==> src/rtl/flash_op_sequencer.sv <==
// Host flash operation sequencer: turns read/program/erase/status requests into
// flash_ctrl instruction words and data-FIFO bytes, then waits on R/B#.
module flash_op_sequencer #(
  parameter int unsigned ADDR_COL_CYC = 2,
  parameter int unsigned ADDR_ROW_CYC = 3,
  parameter int unsigned TWB_CYC      = 8,
  parameter logic [23:0] TIMEOUT_CYC  = 24'd4000000
) (
  input  logic        clk,
  input  logic        rst,
  input  logic        op_valid,
  output logic        op_ready,
  input  logic [1:0]  op_code,
  input  logic [15:0] op_col,
  input  logic [23:0] op_row,
  input  logic [12:0] op_len,
  input  logic        wdat_valid,
  input  logic [7:0]  wdat,
  output logic        wdat_ready,
  output logic        instr_wr,
  output logic [31:0] instr_word,
  input  logic        instr_full,
  input  logic        instr_empty,
  output logic        dq_wr,
  output logic [7:0]  dq_byte,
  input  logic        dq_full,
  input  logic        flash_rdy,
  output logic        busy,
  output logic        op_done,
  output logic [1:0]  op_status
);

  localparam int unsigned CNT_W        = 13;
  localparam int unsigned ADDR_ALL_CYC = ADDR_COL_CYC + ADDR_ROW_CYC;
  localparam logic [12:0] MAX_LEN      = 13'd4096;

  localparam logic [7:0] MODE_CMD      = 8'd2;
  localparam logic [7:0] MODE_ADDR     = 8'd3;
  localparam logic [7:0] MODE_DIN      = 8'd4;
  localparam logic [7:0] MODE_DOUT     = 8'd5;
  localparam logic [7:0] MODE_DOUT_END = 8'd6;

  localparam logic [1:0] OP_READ   = 2'd0;
  localparam logic [1:0] OP_PROG   = 2'd1;
  localparam logic [1:0] OP_ERASE  = 2'd2;
  localparam logic [1:0] OP_STATUS = 2'd3;

  typedef enum logic [3:0] {
    S_IDLE,
    S_CMD1,
    S_ADDR,
    S_PAYLOAD,
    S_CMD2,
    S_DRAIN,
    S_TWB,
    S_WAIT_RB,
    S_RDATA,
    S_DONE
  } state_t;

  state_t             state_q, state_d;
  logic               hdr_q, hdr_d;
  logic [CNT_W-1:0]   cnt_q, cnt_d;
  logic [23:0]        tcnt_q, tcnt_d;
  logic [1:0]         status_q, status_d;
  logic [1:0]         code_q;
  logic [15:0]        col_q;
  logic [23:0]        row_q;
  logic [12:0]        len_q;

  logic [7:0]         cmd1_byte;
  logic [7:0]         cmd2_byte;
  logic [7:0]         addr_byte;
  logic [CNT_W-1:0]   addr_last;
  logic [CNT_W-1:0]   row_idx;
  logic               len_bad;

  function automatic logic [31:0] instr_fn(input logic [7:0] mode, input logic [11:0] rpt);
    return {12'h000, rpt, mode};
  endfunction

  // Opcode-dependent command bytes and address byte selection
  always_comb begin
    cmd1_byte = 8'h00;
    cmd2_byte = 8'h30;
    case (code_q)
      OP_PROG:   begin cmd1_byte = 8'h80; cmd2_byte = 8'h10; end
      OP_ERASE:  begin cmd1_byte = 8'h60; cmd2_byte = 8'hd0; end
      OP_STATUS: begin cmd1_byte = 8'h70; cmd2_byte = 8'h00; end
      default:   begin cmd1_byte = 8'h00; cmd2_byte = 8'h30; end
    endcase
    addr_last = (code_q == OP_ERASE) ? CNT_W'(ADDR_ROW_CYC - 1) : CNT_W'(ADDR_ALL_CYC - 1);
    row_idx   = (code_q == OP_ERASE) ? cnt_q : cnt_q - CNT_W'(ADDR_COL_CYC);
    if (code_q != OP_ERASE && cnt_q < CNT_W'(ADDR_COL_CYC)) begin
      addr_byte = 8'(col_q >> {cnt_q, 3'b000});
    end else begin
      addr_byte = 8'(row_q >> {row_idx, 3'b000});
    end
    len_bad = (op_code == OP_READ || op_code == OP_PROG) &&
              (op_len == 13'd0 || op_len > MAX_LEN);
  end

  // State and operation latches
  always_ff @(posedge clk or negedge rst) begin
    if (!rst) begin
      state_q  <= S_IDLE;
      hdr_q    <= 1'b0;
      cnt_q    <= '0;
      tcnt_q   <= '0;
      status_q <= 2'b00;
      code_q   <= 2'd0;
      col_q    <= '0;
      row_q    <= '0;
      len_q    <= '0;
    end else begin
      state_q  <= state_d;
      hdr_q    <= hdr_d;
      cnt_q    <= cnt_d;
      tcnt_q   <= tcnt_d;
      status_q <= status_d;
      if (state_q == S_IDLE && op_valid) begin
        code_q <= op_code;
        col_q  <= op_col;
        row_q  <= op_row;
        len_q  <= (op_code == OP_STATUS) ? 13'd1 : op_len;
      end
    end
  end

  // Next state and queue write strobes; hdr_q marks the instruction word as sent
  always_comb begin
    state_d    = state_q;
    hdr_d      = hdr_q;
    cnt_d      = cnt_q;
    tcnt_d     = tcnt_q;
    status_d   = status_q;
    instr_wr   = 1'b0;
    instr_word = 32'h0000_0000;
    dq_wr      = 1'b0;
    dq_byte    = 8'haa;
    wdat_ready = 1'b0;
    op_ready   = (state_q == S_IDLE);
    busy       = (state_q != S_IDLE);
    op_done    = (state_q == S_DONE);
    op_status  = status_q;

    case (state_q)
      S_IDLE: begin
        if (op_valid) begin
          hdr_d    = 1'b0;
          cnt_d    = '0;
          tcnt_d   = '0;
          status_d = len_bad ? 2'b10 : 2'b00;
          state_d  = len_bad ? S_DONE : S_CMD1;
        end
      end

      S_CMD1, S_CMD2: begin
        if (!hdr_q) begin
          instr_word = instr_fn(MODE_CMD, 12'd0);
          instr_wr   = !instr_full;
          if (!instr_full) hdr_d = 1'b1;
        end else begin
          dq_byte = (state_q == S_CMD1) ? cmd1_byte : cmd2_byte;
          dq_wr   = !dq_full;
          if (!dq_full) begin
            hdr_d = 1'b0;
            cnt_d = '0;
            if (state_q == S_CMD2)          state_d = S_DRAIN;
            else if (code_q == OP_STATUS)   state_d = S_RDATA;
            else                            state_d = S_ADDR;
          end
        end
      end

      S_ADDR: begin
        if (!hdr_q) begin
          instr_word = instr_fn(MODE_ADDR, 12'(addr_last));
          instr_wr   = !instr_full;
          if (!instr_full) hdr_d = 1'b1;
        end else begin
          dq_byte = addr_byte;
          dq_wr   = !dq_full;
          if (!dq_full) begin
            if (cnt_q == addr_last) begin
              hdr_d   = 1'b0;
              cnt_d   = '0;
              state_d = (code_q == OP_PROG) ? S_PAYLOAD : S_CMD2;
            end else begin
              cnt_d = cnt_q + CNT_W'(1);
            end
          end
        end
      end

      S_PAYLOAD: begin
        if (!hdr_q) begin
          instr_word = instr_fn(MODE_DIN, 12'(len_q - 13'd1));
          instr_wr   = !instr_full;
          if (!instr_full) hdr_d = 1'b1;
        end else begin
          wdat_ready = !dq_full;
          if (wdat_valid && !dq_full) begin
            dq_wr   = 1'b1;
            dq_byte = wdat;
            if (cnt_q == len_q - 13'd1) begin
              hdr_d   = 1'b0;
              cnt_d   = '0;
              state_d = S_CMD2;
            end else begin
              cnt_d = cnt_q + CNT_W'(1);
            end
          end
        end
      end

      S_DRAIN: begin
        if (instr_empty) begin
          cnt_d   = '0;
          state_d = S_TWB;
        end
      end

      S_TWB: begin
        if (cnt_q == CNT_W'(TWB_CYC - 1)) begin
          tcnt_d  = '0;
          state_d = S_WAIT_RB;
        end else begin
          cnt_d = cnt_q + CNT_W'(1);
        end
      end

      // tWB has already elapsed, so a high flash_rdy here means the array is done
      S_WAIT_RB: begin
        if (flash_rdy) begin
          hdr_d   = 1'b0;
          state_d = (code_q == OP_READ) ? S_RDATA : S_DONE;
        end else if (tcnt_q == TIMEOUT_CYC - 24'd1) begin
          status_d[0] = 1'b1;
          state_d     = S_DONE;
        end else begin
          tcnt_d = tcnt_q + 24'd1;
        end
      end

      S_RDATA: begin
        if (!hdr_q && len_q >= 13'd2) begin
          instr_word = instr_fn(MODE_DOUT, 12'(len_q - 13'd2));
          instr_wr   = !instr_full;
          if (!instr_full) hdr_d = 1'b1;
        end else begin
          instr_word = instr_fn(MODE_DOUT_END, 12'd0);
          instr_wr   = !instr_full;
          if (!instr_full) begin
            hdr_d   = 1'b0;
            state_d = S_DONE;
          end
        end
      end

      S_DONE: begin
        state_d = S_IDLE;
      end

      default: begin
        state_d = S_IDLE;
      end
    endcase
  end

endmodule

==> config.mk <==
export PLATFORM = sky130hd
export DESIGN_NAME = flash_op_sequencer
export DESIGN_NICKNAME = d
export VERILOG_FILES = /design/src/rtl/flash_op_sequencer.sv
export SDC_FILE = /design/constraint.sdc
export NUM_CORES = 1
export LEC_CHECK = 0
export CORE_ASPECT_RATIO = 1.4
export CORE_MARGIN = 2
export CORE_UTILIZATION = 54
export DETAILED_ROUTE_END_ITERATION = 6
export GPL_ROUTABILITY_DRIVEN = 0
export HOLD_SLACK_MARGIN = 0.08
export PLACE_DENSITY = 0.93
export SETUP_SLACK_MARGIN = 0.5
export SLEW_MARGIN = 40
export SYNTH_ARGS = -nofsm -noshare
export SYNTH_HDL_FRONTEND = slang
export SYNTH_SLANG_ARGS = --single-unit
==> constraint.sdc <==
create_clock -name clk -period 3.4 [get_ports clk]
set_input_delay 0.34 -clock clk [delete_from_list [all_inputs] [get_ports clk]]
set_output_delay 0.34 -clock clk [all_outputs]
set_load 0.1 [all_outputs]
-- Yosys cells after proc, flatten, opt, wreduce, memory -nomap -nowiden
Cells that the tools add are included.
- flip-flop bits (word level): 99
- input bits: 71
- output and inout port bits: 48
- logic and storage cells: 168
- $add $sub $neg: 5
- magnitude comparators: 3
- equality and inequality tests: 38
- shifts and indexed selects: 2
- multiplexer cells: 82
- reduce and logical (&&, ||, !) cells: 28
- operator list (operator ; count):
    $mux W13 ; 13
    $mux W24 ; 4
    $pmux W20 S4 ; 1
    $pmux W13 S6 ; 1
    $mux W4 ; 18
    $pmux W24 S3 ; 1
    $pmux W8 S3 ; 3
    $mux W8 ; 6
    $mux W20 ; 2
    $ne A2 B2 Y1 const B ; 19
    $pmux W4 S8 ; 1
    $add A24 B1 Y24 const B ; 1
    $eq A24 B22 Y1 const B ; 1
    $shr A24 B16 Y8 ; 1
    $mux W1 ; 23
    $eq A4 B3 Y1 const B ; 4
    $shr A16 B16 Y8 ; 1
    $reduce_and A14 Y1 ; 1
    $add A13 B1 Y13 const B ; 1
    $eq A13 B13 Y1 ; 1
    $eq A13 B3 Y1 ; 1
    $eq A13 B3 Y1 const B ; 1
    $ge A13 B2 Y1 const B ; 1
    $gt A13 B13 Y1 const B ; 1
    other kinds (32) ; 51

-- Logic depth before layout (Yosys ltp)
- depth in word-level cells: 7
- mapped depth: 12
- mapped depth without buffers: 10

-- Worst setup path before layout
No wires, ideal clock.
- kind: register to output
- start point: register len_q[0]
- end point: output instr_word[16]
- arrival time: 4848 ps
- required time: 3060 ps
- slack: -1788 ps
- cell stages (with the launch flop): 11
- path buffers: 1
- cell sequence: dfrtp_1 inv_1 ha_1 inv_1 o2111ai_1 o21ai_1 or3_1 clkbuf_1 nor2_1 a31oi_1 o41ai_1
- word-level cells in the longest chain between the ends: 4
- elaborated cells on any way between the ends: 7
- those cells by class: add/sub: 2; order compare: 1; mux: 3; reduce/logical: 1
- RTL lines (item ; line ; text):
    start, declared ; 69 ; logic [12:0] len_q;
    start signal, assigned ; 125 ; len_q <= (op_code == OP_STATUS) ? 13'd1 : op_len;
    $ge A13 B2 Y1 ; 247 ; if (!hdr_q && len_q >= 13'd2) begin
    $logic_and A1 B1 Y1 ; 247 ;
    $mux W20 ; 247 ;
    $pmux W20 S4 (*) ; 147 ; case (state_q)
    end, declared ; 21 ; output logic [31:0] instr_word,
Mark *: on every way between the ends. The rest lies on a longest branch, timed or not.

-- Final worst setup path
- start point: register state_q[0]
- end point: output dq_byte[7]
- word-level cells in the longest chain between the ends: 4
- elaborated cells on any way between the ends: 8
- those cells by class: eq/ne: 4; mux: 3; reduce/logical: 1
- RTL lines (item ; line ; text):
    start, declared ; 61 ; state_t state_q, state_d;
    start signal, assigned ; 116 ; state_q <= state_d;
    $eq A4 B1 Y1 ; 147, 164 ;
    $mux W8 ; 164 ; dq_byte = (state_q == S_CMD1) ? cmd1_byte : cmd2_byte;
    $mux W8 ; 159 ; if (!hdr_q) begin
    $pmux W8 S3 (*) ; 147 ;
    end, declared ; 25 ; output logic [7:0] dq_byte,
Marked as above.

==> metrics.md <==
| Metric | Value |
|---|---|
| Hold slack final | 21.8 ps |
| Failing checks | DRC |
| Post-synthesis xor/xnor area fraction | 3.83% |
| Crit path DAT | 2830 ps |
| Via count | 7589 |
| YS warnings | 0 |
| Pre-CTS setup slack | 268 ps |
| Largest net degree at the start of global routing | 89 |
| Worst Skew | 12.5 ps |
| Final std cells w/o fill | 1089 |
| Max-slew violation count | 0 |
| Placed cells | 1015 |
| Worst EP required | 3060 ps |
| Post-DP HPWL | 14000 um |
| Antenna violations before repair | 1 |
| CP Class | flop to output port |
| Power share of the clock group | 11.7% |
| Hold_buf cts | 0 |
| Post-Syn Instances | 797 |
| Synthesized flop and latch total | 99 |
| Share of post-route cells with drive strength above 1 | 31.2% |
| Core box area | 11900 sq um |
| H-tree depth | 3 |
| Vias in the first global route | 7065 |
| P_leak | 3.83 nW |
| Final worst slack | 226 ps |
| R2R cell count | 11 |
| Global-route wire length before repair | 35700 um |
| Pwr/cell area | 1000 nW/um^2 |
| Adder-cell share of the synthesized area | 1.32% |
| Root Driver | clkbuf_16 |
| Total CTS buffers | 9 |
| Ys flop type | dfrtp_1 |
| Num ports | 119 |
| IO buf count | 101 |
| Seq/Total Area, Yosys | 37.4% |
| DR vias/cell | 6.97 |
| Measured slew at the worst slew-check pin | 900 ps |
| Synth cell types | 66 |
| Int Pwr | 4.49 mW |
| Post-route DRC | 3 |
| CTS sink cnt | 99 |
| CP max FO | 15 |
| Die area | 13200 sq um |
| GR Overflow Total | 0 |
| Max-Cap Viols | 0 |
| Startpoint types | flop |
| CTS tree | yes |
| Sw Pwr | 4.91 mW |
| Initial core utilization | 55.8% |
| Wire per inst | 24.1 um |
| Clk_lat worst skew | 360 ps |
| Fin nets | 1014 |
| Fillers | 642 |
| First-iteration detailed-routing DRC count | 1415 |
| Layout area overhead | 41.2% |
| Peak supply drop | 0.668 mV |
| Seq pwr share | 21.6% |
| Max-slew headroom | 39.7% |
| Flop2flop setup slack | 470 ps |
| Site row count | 47 |
| Routed wire length | 26200 um |
| Synth Cell Area | 6630 sq um |
| Compound-cell area share of the yosys netlist | 17.9% |
| Post-route core utilization | 78.8% |
| RSZ-0062 raised after global routing | yes |
| Comb power frac | 66.8% |
| Die Ht | 135 um |
| Crit end category | output port |
| Post-Synth Simple-Gate Area | 22.7% |
| Fin. Hold Viols | 0 |
| Total global-route track usage | 34.2% |
| Reg clk slew, reported paths | 80 ps |
| Mean area per synthesized cell | 8.32 sq um |
| Post-synth EDFFs | 0 |
| PnR Total Power | 9.40 mW |
| Largest family of logic cells by synthesized area | simple AND/OR/NAND/NOR gates |
| Sw Ratio | 52.3% |
| Fmax | 315 MHz |
| Post-synthesis mux area share | 10.7% |
| Die width | 97.7 um |
| Final Critical Period | 3170 ps |
| # setup viols final | 0 |
| Run status | finished, violations left |
| DRT antenna net count | 0 |
| Clk buf depth | 2 |
| Async SR Flop Fraction | 100% |
| Final worst-path cycle share | 93.4% |
| Tightest Hold Check Type | primary input to async pin |
| TritonRoute pass-1 iters | 7 |
[repair_timing]
item	in CTS	in global routing
pin swaps	15	33
resized for setup	54	68
gates cloned	0	1
setup endpoints to repair	35	39
buffers inserted	31	25
[state kept, by name, indices dropped and copies added (netlist names)]
signal,cells
code_q,2
state_q,4
col_q,16
op_status,2
row_q,24
len_q,13
cnt_q,13
tcnt_q,24
hdr_q,1
[power by group through the flow]
stage                     clock (mW)  combinational [mW]  sequential, mW
after detailed placement           0                4.77            1.98
after global placement             0                4.66            1.96
after floorplan                    0                3.64            1.78
after CTS                       1.08                5.27            1.94
final                           1.10                6.28            2.03
after global routing            1.16                6.46            2.05
[per-stage QoR]
step / instance area, sq um / TNS [ps]
floorplan: 6990 / -251
global placement: 8180 / 0
detailed placement: 8180 / 0
CTS: 8900 / 0
global route: 9360 / 0
finish: 9360 / 0
[cell usage after synthesis (3+ instances only)]
cell type	number	share of area, %
a211oi_1	4	0.45
a21o_1	3	0.34
a21oi_1	49	3.7
a221oi_1	3	0.40
a22oi_1	6	0.68
a31oi_1	8	0.75
and2_1	5	0.47
and3_1	7	0.66
and4_1	3	0.40
buf_1	8	0.45
buf_2	6	0.45
buf_4	18	2.0
clkbuf_1	38	2.2
dfrtp_1	99	37
ha_1	7	1.3
inv_1	20	1.1
mux2_2	44	7.5
mux2i_1	20	3.0
nand2_1	100	5.7
nand2b_1	10	0.94
nand3_1	16	1.2
nand3b_1	3	0.34
nand4_1	8	0.75
nor2_1	71	4.0
nor2b_1	8	0.75
nor3_1	27	2.0
nor3b_1	4	0.45
nor4_1	15	1.4
o2111ai_1	3	0.40
o211ai_1	5	0.57
o21ai_0	80	6.0
o22ai_1	14	1.3
o31ai_1	3	0.34
o41ai_1	3	0.40
or2_2	4	0.38
or3_1	13	1.2
xnor2_1	25	3.3
xor2_1	4	0.53
[cell families (layout without fill, tap and decap cells)]
logic type	after synthesis	count (layout)
AO/OA/AOI/OAI	200	200
XOR/XNOR	29	29
adder cells (fa/ha/maj)	7	7
buffers and inverters	90	217
flip-flops	99	99
multiplexers	65	65
other	1	18
AND/OR/NAND/NOR	306	307
[cell usage in the layout, fill, tap and decap left out, types with 15 or more instances in the layout]
cell and n:
o21ai_2 15, o21ai_0 60, nor3_1 24, buf_12 22
clkdlybuf4s50_1 69, dfrtp_2 17, dfrtp_1 81, mux2i_1 20
buf_4 74, xnor2_1 24, conb_1 17, nor2_1 54
a21oi_1 39, nand2_1 96, mux2_2 44
[worst paths after layout]
path | start | to
worst min-delay path | rst | row_q[10]
min in group clk | tcnt_q[23] | tcnt_q[23]
worst max register to register | len_q[0] | state_q[3]
max in group asynchronous | rst | len_q[6]
worst min register to register | tcnt_q[23] | tcnt_q[23]
worst max-delay path | state_q[0] | dq_byte[7]
[worst max-delay path, stage by stage (launching register included)]
cell and delay, ps:
dfrtp_2 540, buf_4 260, nand2_1 230, nor2_2 340, o21a_1 170, o21ai_0 130
a221oi_2 440, o21ai_2 160, buf_12 200
[metal layers]
layer  global-route usage, %  wire length, um  vias to the layer above
met4                    24.7             2580                        0
met3                    5.80             2950                      249
li1                        -                -                     3106
met1                    37.8             8360                     3490
met2                    59.1            12300                      744
met5                       0                0                        -
[final cells by class]
class / instances / area [sq um] / area share (%)
antenna: 1 / 2.50 / 0.0267
clock buffer: 9 / 225 / 2.41
clock inverter: 7 / 83.8 / 0.895
inverter: 20 / 81.3 / 0.869
multi-input combinational: 625 / 4420 / 47.2
sequential: 99 / 2500 / 26.7
tap: 147 / 184 / 1.96
timing repair buffer: 181 / 1860 / 19.9
Power figures use the tool's default switching activity.
==> RTL change 1, RTL diff (same settings) <==
Re-encode `state_t` (10 states) as one-hot, 10 bits wide.
--- a/src/rtl/flash_op_sequencer.sv
+++ b/src/rtl/flash_op_sequencer.sv
@@ -45,17 +45,17 @@
   localparam logic [1:0] OP_ERASE  = 2'd2;
   localparam logic [1:0] OP_STATUS = 2'd3;
 
-  typedef enum logic [3:0] {
-    S_IDLE,
-    S_CMD1,
-    S_ADDR,
-    S_PAYLOAD,
-    S_CMD2,
-    S_DRAIN,
-    S_TWB,
-    S_WAIT_RB,
-    S_RDATA,
-    S_DONE
+  typedef enum logic [9:0] {
+    S_IDLE    = 10'b0000000001,
+    S_CMD1    = 10'b0000000010,
+    S_ADDR    = 10'b0000000100,
+    S_PAYLOAD = 10'b0000001000,
+    S_CMD2    = 10'b0000010000,
+    S_DRAIN   = 10'b0000100000,
+    S_TWB     = 10'b0001000000,
+    S_WAIT_RB = 10'b0010000000,
+    S_RDATA   = 10'b0100000000,
+    S_DONE    = 10'b1000000000
   } state_t;
 
   state_t             state_q, state_d;
Check against the original RTL: no difference found for any inputs over 4 cycles, from zero or initial values and one cycle with rst low; so few cycles prove little.
==> RTL change 1 against the original RTL <==
The run now fails in 5_1_grt. Area after synthesis increased by 6.6%.
==> RTL change 1: results (changes against the original RTL) <==
synth:
  ys_seq_area_frac: 0.372  # -0.00186
  ys_top_cells_by_area: "dfrtp_1 (37%), mux2_2 (7.0%), nand2_1 (4.4%), o21ai_0 (4.0%), nor2_1 (3.2%)"
  synthXorXnorAreaFrac: 0.0508  # +0.0125
  synth_compound_area_frac: 0.156  # -0.0223
  synthFlopType: "dfrtp_1"
  ys_async_sr_fraction: 1.00  # unchanged
  ys_warn_count: 0  # unchanged
  synthTopCellsByCount: "dfrtp_1 (104), nand2_1 (83), nor2_1 (61)"
  muxShareOfSynthArea: 0.100  # -0.00611
  synthAdderAreaFrac: 0.0142  # +0.000947
  yosysUniqueCellTypes: 72  # +9.1%
  synth-seq-cells: 105  # +6.1%
clock_tree:
  clock_path_buffers: 2  # unchanged
  cts_buffers: 9  # unchanged
  cts-root-buf: "clkbuf_16"
  htree_levels: 3  # unchanged
grt:
  grt_start_max_net_pins: 74
  grt_use_total: 0.496
  gr-total-overflow: 4
status:
  stop_error: "[ERROR GRT-0232] Routing congestion too high. Check the congestion heatmap in the GUI."
  outcome: "aborted with a tool error"
  lastStage: "5_1_grt"
sta:
  worst_endpoint: "dq_byte[5]"
  worst-ep-kind: "output port"
placement:
  dp_hpwl_um: 16300  # +17%
  io_buffers: 101  # unchanged
## RTL change 1: routing by layer
layer | global-route usage | GRT overflow
met1 | 0.504 | 0
met2 | 0.704 | 3
met3 | 0.278 | 1
met4 | 0.455 | 0
met5 | 0.0476 | 0
## RTL change 1: through the flow
stage          setup WS [ns]  TNS (ns)  hold slack, ns  instances  cell area [um2]
3_5_place_dp           0.286         0           0.417       1035             8830
2_1_floorplan         -0.490    -26.08          0.0444        816             7560
4_1_cts                0.300         0           0.509       1087             9650
3_3_place_gp           0.387         0           0.487       1035             8820
## RTL change 1: kinds of logic after synthesis
logic type / after synthesis
AND/OR/NAND/NOR: 335
AO/OA/AOI/OAI: 166
flip-flops: 105
buffers and inverters: 79
multiplexers: 65
XOR/XNOR: 41
adder cells (fa/ha/maj): 8
other: 1
## RTL change 1: what timing repair did
| action | in CTS |
|---|---|
| endpoints found under the hold margin | 70 |
| pin swaps | 24 |
| hold buffers | 1 |
| gates resized for setup | 68 |
| setup endpoints to repair | 31 |
| setup buffers | 36 |
==> RTL change 2, RTL diff (config.mk and constraints unchanged) <==
Made on the original files. Change the localparam `CNT_W` from 13 to 15.
--- a/src/rtl/flash_op_sequencer.sv
+++ b/src/rtl/flash_op_sequencer.sv
@@ -30,7 +30,7 @@
   output logic [1:0]  op_status
 );
 
-  localparam int unsigned CNT_W        = 13;
+  localparam int unsigned CNT_W        = 15;
   localparam int unsigned ADDR_ALL_CYC = ADDR_COL_CYC + ADDR_ROW_CYC;
   localparam logic [12:0] MAX_LEN      = 13'd4096;
 
Behaviour: no difference found for any inputs over 4 cycles, from zero or initial values and one cycle with rst low; that may be too few to reach the edited logic, so the function may still have changed.
==> RTL change 2 against the original RTL <==
The run still ends with DRC left. Die area increased by 5.7%. Area after synthesis increased by 5.9%. Total power increased by 3.8%. First-iteration DRC count decreased by 10%. Clock skew about the same. Sequential cell count increased by 2. Non-clock buffer count increased by 12. Worst setup slack got worse by 0.16 ns. Cell area increased by 4.3%. Routed wire length decreased by 0.18%. Critical path depth increased by 2. Combinational power increased by 6.4%. Sequential power decreased by 5%. Sequential share of layout area decreased by 0.65 points. Critical path type unchanged. Highest routed layer unchanged.
==> RTL change 2: results (changes against the original RTL) <==
pwr:
  combPwrFrac: 0.685  # +0.017
  vdd_ir_drop_max_mv: 0.517  # -23%
  cell_internal_pwr_uw: 4680  # +4.2%
  p_leak_uw: 0.00400  # +4.4%
  pg_seq_uw: 1920  # -5%
synth:
  ys_top_cells_by_area: "dfrtp_1 (36%), mux2_2 (7.4%), nand2_1 (4.9%), o21ai_0 (4.7%), a21oi_1 (4.1%)"
  synthTopCellsByCount: "dfrtp_1 (101), nand2_1 (91), o21ai_0 (66)"
  yosysUniqueCellTypes: 71  # +7.6%
  ys_seq_area_frac: 0.360  # -0.0137
clock_tree:
  cts_hold_buf: 1  # +1
  cts_setup_buffers: 22  # -29%
  htree_levels: 3  # unchanged
  ctsResizeCount: 47  # -13%
  cts-root-buf: "clkbuf_16"
status:
  failed_checks: "DRC"
  outcome: "finished, violations left"
grt:
  antenna_found_initial: 0  # -1
  grt_start_max_net_pins: 72  # -19%
  grt_use_total: 0.335  # -0.00645
  grt_pass1_wl_um: 37400  # +4.7%
  grt_pass1_vias: 7338  # +3.9%
critical_path:
  cp_data_arrival_time_ns: 2.99  # +0.16 ns
  critPathMaxFanout: 5  # -10
hold_path:
  hold_class: "reg2reg"
finish:
  n_fill_cell: 723  # +13%
  drive_gt1_frac: 0.298  # -0.0142
  antenna_cells: 0  # -1
  layout.nets: 1052  # +3.7%
placement:
  dp_hpwl_um: 15200  # +8.3%
  io_buffers: 101  # unchanged
  place_area_mm2: 0.00870  # +6.4%
  post-place-ws_ns: 0.277  # +0.00944 ns
drt:
  drc: 16  # +13
  via_per_inst: 6.92  # -0.71%
  wirelength_um: 26200  # -0.18%
  wl_per_cell_um: 23.1  # -4.0%
  drt_iter0_markers: 1270  # -10%
sta:
  skew_ns: 0.0126  # +0.000126 ns
  tightest_slew_ns: 0.653  # -0.246 ns
  whs_ns: 0.477  # +0.455 ns
  finalCriticalPeriod_ns: 3.33  # +0.155 ns
-- RTL change 2: worst max-delay path, cell delays in order, from the launching register on --
cell,delay [ns]
dfrtp_1,0.39
or4_4,0.57
buf_4,0.19
or4_1,0.54
nand2_1,0.12
o22ai_2,0.10
and3_1,0.20
nand4_1,0.10
buf_6,0.16
o21ai_4,0.07
buf_12,0.18
-- RTL change 2: final timing paths --
path | startpoint | to | cells after the start
setup / recovery | cnt_q[6]$_DFFE_PN0P_ | dq_byte[0] | 10
hold / removal | op_status[0]$_DFFE_PN0P_ | op_status[0]$_DFFE_PN0P_ | 1
setup reg to reg | cnt_q[6]$_DFFE_PN0P_ | tcnt_q[23]$_DFFE_PN0P_ | 8
hold reg to reg | op_status[0]$_DFFE_PN0P_ | op_status[0]$_DFFE_PN0P_ | 1
max in group asynchronous | rst | cnt_q[3]$_DFFE_PN0P_ | 3
min in group asynchronous | rst | row_q[10]$_DFFE_PN0P_ | 2
-- RTL change 2: cells by family after synthesis --
group | Yosys count | synth area share
buf+inv | 98 | 0.0665
simple gates | 316 | 0.235
mux | 55 | 0.0866
xor+xnor | 46 | 0.0574
other cells | 1 | 0.000534
compound gates | 206 | 0.182
fa+ha+maj | 7 | 0.0125
flops | 101 | 0.360
-- RTL change 2: cell type report --
| type | count | area, um2 | area share |
|---|---|---|---|
| multi-input combinational | 647 | 4680 | 0.479 |
| timing repair buffer | 193 | 1930 | 0.198 |
| tap | 153 | 191 | 0.0196 |
| clock inverter | 7 | 105 | 0.0108 |
| clock buffer | 9 | 225 | 0.0231 |
| inverter | 22 | 88.8 | 0.00909 |
| sequential | 101 | 2550 | 0.261 |
-- RTL change 2: routing by layer --
metal | track usage | wire, um
met5 | 0 | 0
met4 | 0.187 | 2110
met2 | 0.572 | 12900
met1 | 0.389 | 8470
met3 | 0.0650 | 2660
